### src/rtl/ifir_tdm_sequencer.sv
// ifir_tdm_sequencer
// First IFIR interpolation stage (2x) built around one shared pre-add /
// multiply / accumulate unit. Each accepted sample runs 12 MAC steps over a
// 24-entry circular delay line. The stage then presents two results: the
// symmetric-sum phase and the center-tap phase. Arithmetic wraps modulo 2^ACC_W.
module ifir_tdm_sequencer #(
    parameter int COEF_W = 24,
    parameter int ACC_W  = 38
) (
    input  logic        clock_up,
    input  logic        rstn,
    input  logic [23:0] in_data,
    input  logic        in_valid,
    output logic        in_ready,
    input  logic        flush,
    output logic [23:0] out_data,
    output logic        out_phase,
    output logic        out_valid,
    input  logic        out_ready,
    output logic        busy
);

    localparam int DATA_W = 24;
    localparam int TAPS   = 24;

    typedef enum logic [2:0] {
        ST_IDLE  = 3'd0,
        ST_MAC   = 3'd1,
        ST_OUT0  = 3'd2,
        ST_OUT1  = 3'd3,
        ST_FLUSH = 3'd4
    } state_t;

    // Half of the symmetric coefficient set; tap i and tap 23-i share c[i].
    function automatic logic signed [COEF_W-1:0] coef_rom(input logic [3:0] idx);
        logic signed [COEF_W-1:0] c;
        case (idx)
            4'd0:    c = 24'sd32;
            4'd1:    c = 24'sd65;
            4'd2:    c = 24'sd520;
            4'd3:    c = 24'sd1024;
            4'd4:    c = 24'sd8260;
            4'd5:    c = 24'sd4369;
            4'd6:    c = 24'sd32776;
            4'd7:    c = 24'sd73746;
            4'd8:    c = 24'sd133252;
            4'd9:    c = 24'sd270594;
            4'd10:   c = 24'sd2170882;
            4'd11:   c = 24'sd4457490;
            default: c = 24'sd0;
        endcase
        return c;
    endfunction

    // Reduce a value below 48 into the 0..23 delay-line address range.
    function automatic logic [4:0] mod24(input logic [5:0] v);
        logic [5:0] r;
        if (v >= 6'd24) begin
            r = v - 6'd24;
        end else begin
            r = v;
        end
        return r[4:0];
    endfunction

    state_t                   state_q,      state_d;
    logic [4:0]               cnt_q,        cnt_d;
    logic [4:0]               wr_ptr_q,     wr_ptr_d;
    logic [ACC_W-1:0]         acc_q,        acc_d;
    logic                     flush_pend_q, flush_pend_d;
    logic [DATA_W-1:0]        out_data_q,   out_data_d;
    logic                     out_phase_q,  out_phase_d;
    logic                     out_valid_q,  out_valid_d;
    logic [DATA_W-1:0]        dline_q [TAPS];
    logic [DATA_W-1:0]        dline_d [TAPS];

    logic [4:0]               newest_s;
    logic [4:0]               addr_a_s;
    logic [4:0]               addr_b_s;
    logic [4:0]               addr_c_s;
    logic [DATA_W-1:0]        x_a_s;
    logic [DATA_W-1:0]        x_b_s;
    logic [DATA_W-1:0]        x_c_s;
    logic signed [DATA_W:0]   pre_s;
    logic signed [COEF_W-1:0] coef_s;
    logic signed [ACC_W-1:0]  prod_s;
    logic [ACC_W-1:0]         center_s;
    logic                     in_ready_s;

    // Delay-line read addressing and the shared pre-add / multiply datapath.
    always_comb begin
        // wr_ptr has already advanced past the newest sample during MAC/OUT.
        if (wr_ptr_q == 5'd0) begin
            newest_s = 5'd23;
        end else begin
            newest_s = wr_ptr_q - 5'd1;
        end
        // x[n-i], x[n-23+i] and x[n-11], all taken modulo 24.
        addr_a_s = mod24({1'b0, newest_s} + 6'd24 - {2'b00, cnt_q[3:0]});
        addr_b_s = mod24({1'b0, newest_s} + 6'd1 + {2'b00, cnt_q[3:0]});
        addr_c_s = mod24({1'b0, newest_s} + 6'd13);
        x_a_s    = dline_q[addr_a_s];
        x_b_s    = dline_q[addr_b_s];
        x_c_s    = dline_q[addr_c_s];
        pre_s    = $signed({x_a_s[DATA_W-1], x_a_s}) + $signed({x_b_s[DATA_W-1], x_b_s});
        coef_s   = coef_rom(cnt_q[3:0]);
        // Only the low ACC_W bits of the product matter because the sum wraps.
        prod_s   = ACC_W'(pre_s) * ACC_W'(coef_s);
        // Center tap is x[n-11] * 2^24, sign-extended before the shift.
        center_s = {{(ACC_W-DATA_W){x_c_s[DATA_W-1]}}, x_c_s} << 24;
    end

    // Sequencer next-state logic: accept, MAC steps, two output phases, flush.
    always_comb begin
        state_d      = state_q;
        cnt_d        = cnt_q;
        wr_ptr_d     = wr_ptr_q;
        acc_d        = acc_q;
        flush_pend_d = flush_pend_q;
        out_data_d   = out_data_q;
        out_phase_d  = out_phase_q;
        out_valid_d  = out_valid_q;
        dline_d      = dline_q;
        // A flush in the same cycle as a sample wins, so the sample is refused.
        in_ready_s   = (state_q == ST_IDLE) && !flush && !flush_pend_q;

        case (state_q)
            ST_IDLE: begin
                if (flush || flush_pend_q) begin
                    state_d      = ST_FLUSH;
                    cnt_d        = 5'd0;
                    flush_pend_d = 1'b0;
                end else if (in_valid) begin
                    dline_d[wr_ptr_q] = in_data;
                    if (wr_ptr_q == 5'd23) begin
                        wr_ptr_d = 5'd0;
                    end else begin
                        wr_ptr_d = wr_ptr_q + 5'd1;
                    end
                    state_d = ST_MAC;
                    cnt_d   = 5'd0;
                end else begin
                    state_d = ST_IDLE;
                end
            end
            ST_MAC: begin
                if (cnt_q == 5'd0) begin
                    acc_d = ACC_W'(prod_s);
                end else begin
                    acc_d = acc_q + ACC_W'(prod_s);
                end
                if (cnt_q == 5'd11) begin
                    state_d     = ST_OUT0;
                    cnt_d       = 5'd0;
                    out_valid_d = 1'b1;
                    out_phase_d = 1'b0;
                    out_data_d  = acc_d[35:12];
                end else begin
                    cnt_d = cnt_q + 5'd1;
                end
            end
            ST_OUT0: begin
                if (out_ready) begin
                    state_d     = ST_OUT1;
                    acc_d       = center_s;
                    out_phase_d = 1'b1;
                    out_data_d  = center_s[35:12];
                end else begin
                    state_d = ST_OUT0;
                end
            end
            ST_OUT1: begin
                if (out_ready) begin
                    state_d     = ST_IDLE;
                    out_valid_d = 1'b0;
                    out_phase_d = 1'b0;
                end else begin
                    state_d = ST_OUT1;
                end
            end
            ST_FLUSH: begin
                dline_d[cnt_q] = '0;
                if (cnt_q == 5'd23) begin
                    state_d  = ST_IDLE;
                    cnt_d    = 5'd0;
                    wr_ptr_d = 5'd0;
                end else begin
                    cnt_d = cnt_q + 5'd1;
                end
            end
            default: begin
                state_d = ST_IDLE;
                cnt_d   = 5'd0;
            end
        endcase

        // Flush requests outside IDLE wait until the sequencer returns to IDLE.
        if (flush && (state_q != ST_IDLE)) begin
            flush_pend_d = 1'b1;
        end else begin
            flush_pend_d = flush_pend_d;
        end
    end

    // State, datapath and delay-line registers with asynchronous reset.
    always_ff @(posedge clock_up or negedge rstn) begin
        if (!rstn) begin
            state_q      <= ST_IDLE;
            cnt_q        <= 5'd0;
            wr_ptr_q     <= 5'd0;
            acc_q        <= '0;
            flush_pend_q <= 1'b0;
            out_data_q   <= '0;
            out_phase_q  <= 1'b0;
            out_valid_q  <= 1'b0;
            for (int k = 0; k < TAPS; k++) begin
                dline_q[k] <= '0;
            end
        end else begin
            state_q      <= state_d;
            cnt_q        <= cnt_d;
            wr_ptr_q     <= wr_ptr_d;
            acc_q        <= acc_d;
            flush_pend_q <= flush_pend_d;
            out_data_q   <= out_data_d;
            out_phase_q  <= out_phase_d;
            out_valid_q  <= out_valid_d;
            for (int k = 0; k < TAPS; k++) begin
                dline_q[k] <= dline_d[k];
            end
        end
    end

    assign in_ready  = in_ready_s;
    assign out_data  = out_data_q;
    assign out_phase = out_phase_q;
    assign out_valid = out_valid_q;
    assign busy      = (state_q != ST_IDLE);

endmodule
### config.mk
export PLATFORM = sky130hd
export DESIGN_NAME = ifir_tdm_sequencer
export DESIGN_NICKNAME = d
export VERILOG_FILES = /design/src/rtl/ifir_tdm_sequencer.sv
export SDC_FILE = /design/constraint.sdc
export NUM_CORES = 2
export LEC_CHECK = 0
export ABC_AREA = 0
export BUFFER_PORTS_ARGS = -buffer_cell sky130_fd_sc_hd__buf_2
export CAP_MARGIN = 0
export CELL_PAD_IN_SITES_DETAIL_PLACEMENT = 0
export CELL_PAD_IN_SITES_GLOBAL_PLACEMENT = 2
export CORE_MARGIN = 3
export CORE_UTILIZATION = 40
export DETAILED_ROUTE_END_ITERATION = 7
export PLACE_DENSITY = 0.8
export REMOVE_ABC_BUFFERS = 1
export SLEW_MARGIN = 15
export SYNTH_ARGS = -nofsm -noshare
export SYNTH_HDL_FRONTEND = slang
export SYNTH_SLANG_ARGS = --single-unit
### constraint.sdc
create_clock -name clock_up -period 15.05 [get_ports clock_up]
set_input_delay 0.7525 -clock clock_up [delete_from_list [all_inputs] [get_ports clock_up]]
set_output_delay 0.7525 -clock clock_up [all_outputs]
set_load 0.005 [all_outputs]
[Yosys cells after proc, flatten, opt, wreduce, memory -nomap -nowiden]
Memories as Yosys holds them, arrays and structs flattened.
Cells that the tools add are included.
W data, S select, Z words.
Cells by class
  bitwise logic cells: 8
  order comparisons: 10
  equal/unequal tests: 14
  mux-type cells: 53
  add/sub/neg operators: 13
  reductions and logical operators: 28
  multiply operators: 1
Operator list (number)
  $mux W576: 2
  $pmux W576 S2: 1
  $and A576 B576 Y576: 1
  $bwmux W576: 1
  $not A576 Y576: 1
  $bmux W24 S5: 3
  $demux W24 S5: 2
  $mux W24: 8
  $mux W38: 2
  $pmux W38 S2: 1
  $mux W5: 12
  $pmux W24 S2: 1
  $add A38 B38 Y38: 1
  $mul A25 B24 Y38: 1
  $ge A6 B6 Y1 const B: 5
  $not A5 Y6: 5
  $mux W14: 2
  $add A24 B24 Y25: 1
  $pmux W5 S4: 1
  $ge A6 B5 Y1 const B: 3
  $pmux W3 S5: 1
  $sub A5 B5 Y5 const B: 3
  $lt A6 B1 Y1 const B: 2
  $ne A2 B2 Y1 const B: 6
  31 further kinds: 61
Storage, ports and cells
  input bits: 29
  memories: 1
  bits in read-only memories: 320
  output and inout port bits: 28
  bits in registers: 654
  logic and storage cells: 160
Memory list
  (name not given): words 16, bits a word 20, rd ports 1, clocked after Yosys merged registers in 0, wr ports 0, line 37  | case (idx)

[Logic depth before layout (Yosys ltp)]
  depth after elaboration: 16
  gate-level depth with buffers: 68
  depth with buffers taken out: 62

[Least setup slack after synthesis]
Ideal clock, no wire load.
  path kind: register to register
  start point: register wr_ptr_q[0]
  end point: register acc_q[35]
  data arrival time: 14.748 ns
  cell stages (with the launch flop): 65
  slack: 0.165 ns
  library setup time: 0.137 ns
  period minus slack after synthesis: 14.885 ns
  path buffers: 6
  required time: 14.913 ns
  cells stage by stage: dfrtp_1 inv_1 ha_1 clkbuf_1 a21oi_1 clkbuf_1 buf_1 clkbuf_1 ha_1 inv_1 fa_1 a21oi_1 nand2b_1 nor2b_1 nor2_1 a21oi_1 o21ai_1 buf_2 [... 29 more ...] o21bai_1 a21oi_1 xnor2_1 ha_1 clkbuf_1 a21o_1 a21o_1 a21o_1 a21o_1 a221o_1 nand2_1 a311oi_1 o32ai_1 xor2_1 nor2_1 xnor2_1 a21oi_1 a21oi_1
On the way
  cells in the longest elaborated chain, start to end: 15
  elaborated cells on any way between the ends: 35
  classes of those cells: add/sub (11); mul (1); order compare (3); mux (16); bitwise (3); reduce/logical (1)
RTL lines
  start: declaration: line 68  | logic [4:0] wr_ptr_q, wr_ptr_d;
  start signal: assignment: line 222  | wr_ptr_q <= wr_ptr_d;
  $sub A5 B1 Y5 or $logic_not A5 Y1 (tied branches): line 96, 93
  $mux W5 (*): line 93  | if (wr_ptr_q == 5'd0) begin
  $add A5 B5 Y6 or $add A5 B1 Y6 (tied branches): line 99, 100
  $sub A6 B4 Y6 or $add A6 B4 Y6 (tied branches): line 99, 100
  $sub A5 B5 Y5 or $ge A6 B5 Y1 (tied branches): line 59, 58
  $mux W5: line 58  | if (v >= 6'd24) begin
  $not A5 Y6, on equally long branches: line 102, 103
  $bmux W24 S5, on equally long branches: line 102, 103
  $mux W24, on equally long branches (2 in a row): line 102, 103
  $add A24 B24 Y25: line 105  | pre_s = $signed({x_a_s[DATA_W-1], x_a_s}) + $signed({x_b_s[DATA_W-1], x_b_s});
  $mul A25 B24 Y38: line 108  | prod_s = ACC_W'(pre_s) * ACC_W'(coef_s);
  $add A38 B38 Y38: line 150  | acc_d = acc_q + ACC_W'(prod_s);
  $mux W38: line 147  | if (cnt_q == 5'd0) begin
  $pmux W38 S2 (*): line 127  | case (state_q)
  end signal: assignment: line 211  | acc_q <= '0;
  end signal: assignment: line 223  | acc_q <= acc_d;
  end: declaration: line 69  | logic [ACC_W-1:0] acc_q, acc_d;
Mark *: on every way between the ends. The rest lies on a longest branch, timed or not. The select of a mux whose other input is x is not followed.
A chain may end at the register's enable or synchronous reset.

[Worst setup path in the final report]
  start point: register wr_ptr_q[1]
  end point: register acc_q[35]
The elaborated chain is that of the path after synthesis.

==> flow_metrics.tcl <==
set metrics [dict create \
    tns_ps 0 \
    peakVddDrop_uv 89.0 \
    drt_iter0_markers 4281 \
    min_period_over_period_pct 95.1 \
    drt_first_pass_iters 6 \
    grt_max_degree 104 \
    clock_path_buffers 3 \
    worstPathRequired_ps 15570 \
    finalInstanceArea_mm2 0.0606 \
    path_max_fanout 16 \
    io_buffers 56 \
    synth-main-ff-cell "dfrtp_1" \
    clk_pin_slew_ps 60 \
    grt_antenna_before_repair 6 \
    power_mw 3.84 \
    fin_crit_ps 14320 \
    slew_violations 0 \
    reg2reg_slack_ps 730 \
    worst_skew_pair.late_latency_ps 680 \
    grt.busiest_layer "met2" \
    coreArea_mm2 0.136 \
    r2r_start "wr_ptr_q[1]" \
    die-width_um 376 \
    end_kind "flop" \
    reg2regPathDepth 52 \
    hold_depth 3 \
    boundaryPins 57 \
    start_util_pct 40.3 \
    drt_wl_total_mm 196 \
    cpPeakStageDelay_ps 990 \
    power.density_mw_per_mm2 63.4 \
    synthCells 4970 \
    vias 42100 \
    synthesis.area_mm2 0.0547 \
    row_count 135 \
    status "completed" \
    syn_to_final_growth_pct 10.9 \
    drtAntennaViolNets 0 \
    max_slew_margin_pct 20.4 \
    crit_slowest_cell "fa_4" \
    synth_area_per_cell_um2 11.0 \
    routabilityCongestion 0.898 \
    grt_pass1_vias 42800 \
    grt_use_total_pct 27.8 \
    synth_common_cells "652 x dfrtp_1, 620 x inv_1, 588 x a22o_1" \
    path_class "reg2reg" \
    met1_usage_pct 37.7 \
    setup_ws_ps 732 \
    setup_viol 0 \
    r2r-end "acc_q[35]" \
    tightest_slew_ps 1190 \
    cts_tree "yes" \
    power_leakage_nw 27.7 \
    synth_warnings 0 \
    place_area_mm2 0.0575 \
    synth-edff-count 0 \
    startpoint_type "flop" \
    drc 0 \
    ys_ff_latch 652 \
    synth_top_area_share_pct 29.8 \
    endpoint "acc_q[35]" \
    synth_top_area_cell "dfrtp_1" \
    synthArstFlopShare_pct 100 \
    viasPerCell 6.23 \
    grt_first_pass_wirelength_mm 293 \
    synthTopCellsByArea "dfrtp_1 30%, mux4_2 17%, fa_1 14%, a22o_1 9.4%, ha_1 5.5%" \
    rsz0062_at_grt "no" \
    use_met2_pct 43.6 \
    dieArea_mm2 0.141 \
    crit_start "wr_ptr_q[1]" \
    post_drt_wl_per_cell_um 29.0 \
    utilization_pct 44.7 \
    place_worst_setup_slack_ps 65.9 \
    cts_htree_levels 3 \
    die_y_um 376 \
    nets 5566 \
    crit_arrival_ps 14840 \
    hpwl_mm 131 \
    timing.final.hold_violations 0 \
    synth_cell_types 87 \
    post-synth-top-count-cell "dfrtp_1" \
    min_path_type "in2reg" \
    layout-drive-gt1-share_pct 18.3 \
    fmax_mhz 69.8 \
    grt.met3_usage_pct 5.39 \
    seq_area_frac_synth_pct 29.8 \
    finClkSkew_ps 27.1 \
    cts_made_buffers 78 \
    cts-root-buf "clkbuf_16" \
    grt-ovfl-total 0 \
    numClockSinks 652 \
    cap_violations 0 \
]
sequential cells by signal, indices dropped and copies added (netlist names), 3 cells and up:
register and cells:
dline_q 576, acc_q 36, out_data 24, cnt_q 5, wr_ptr_q 5, state_q 3
logic make-up (layout without fill, tap and decap cells):
family	count (synthesis)	count (layout)	share of synthesized area (%)
other	0	2	0
AO/OA/AOI/OAI	1107	1107	15.5
flip-flops	652	652	29.8
AND/OR/NAND/NOR	961	961	7.61
multiplexers	483	483	18.2
XOR/XNOR	140	140	2.33
buffers and inverters	1001	1005	6.92
adder cells (fa/ha/maj)	626	626	19.6
per-stage QoR:
stage | cells | hold WS, ps
CTS | 6743 | 359
floorplan | 4591 | 445
detailed placement | 6599 | 458
global route | 6755 | 418
finish | 6757 | 414
global placement | 6599 | 453
cell type report:
cell class / count / area, um2
fill: 12700 / 75000
multi-input combinational: 3317 / 35100
sequential: 652 / 16300
inverter: 622 / 2330
clock buffer: 119 / 2310
tap: 1781 / 2230
timing repair buffer: 240 / 1900
clock inverter: 24 / 402
antenna: 2 / 5.00
worst max-delay path: cells and delay by family, from the launching register on:
kind                       cells  cell delay, ps
AOI/OAI and AO/OA             16            3360
xor gates and xnor gates       4            1010
adders and majority gates     14            6660
buffers and inverters         10            1030
DFF                            1             420
muxes                          1             550
and+or+nand+nor                7            1060
worst min path at each step:
| stage | startpoint | endpoint |
|---|---|---|
| floorplan | acc_q[25] | acc_q[25] |
| global placement | out_data[1] | out_data[1] |
| detailed placement | out_data[13] | out_data[13] |
| CTS | flush | flush_pend_q |
| global route | flush | flush_pend_q |
| finish | flush | flush_pend_q |
power by group:
| group | switching, mW | internal (mW) | total [mW] |
|---|---|---|---|
| clock network | 0.817 | 1.20 | 2.02 |
| registers | 0.00000216 | 1.75 | 1.75 |
| logic | 0.0643 | 0.00506 | 0.0694 |
| total | 0.881 | 2.96 | 3.84 |
cells in the final DEF (no fill, tap or decap), types with 8 or more instances in the layout:
cell type	synthesis	final
o21bai_1	27	27
mux2i_1	71	71
and2_1	31	31
a21oi_1	148	132
buf_2	11	55
o211ai_1	8	8
o21ai_0	135	129
nor2_2	1	20
buf_12	0	11
or2_2	16	16
o31ai_1	31	31
xor2_1	42	39
a21oi_2	1	8
a21o_1	52	52
inv_1	620	620
a31oi_1	15	14
ha_1	241	235
buf_4	1	163
xnor2_1	93	87
dfrtp_1	652	651
fa_1	385	382
nand2_1	430	429
nand2b_1	25	24
clkbuf_16	0	79
nor2b_1	22	20
clkbuf_1	341	21
and3_1	24	24
a22o_1	588	588
nor3_1	42	40
mux4_2	408	408
or3_1	9	9
nand3_1	31	31
a21oi_4	0	9
clkbuf_8	0	20
bufinv_16	0	8
o21a_1	20	20
nor2_1	299	273
routing by layer:
layer | part of all wire, % | wire (um)
met1 | 40 | 78100
met2 | 46 | 90000
met5 | 0.0066 | 13
met4 | 5.1 | 10000
met3 | 9.1 | 17800
what timing repair did:
item,in CTS,in global routing
hold buffers,1,0
gates resized for setup,0,41
hold endpoints to repair,14,0
buffers inserted,0,11
endpoints found under the setup margin,0,24
Power figures use the tool's default switching activity.
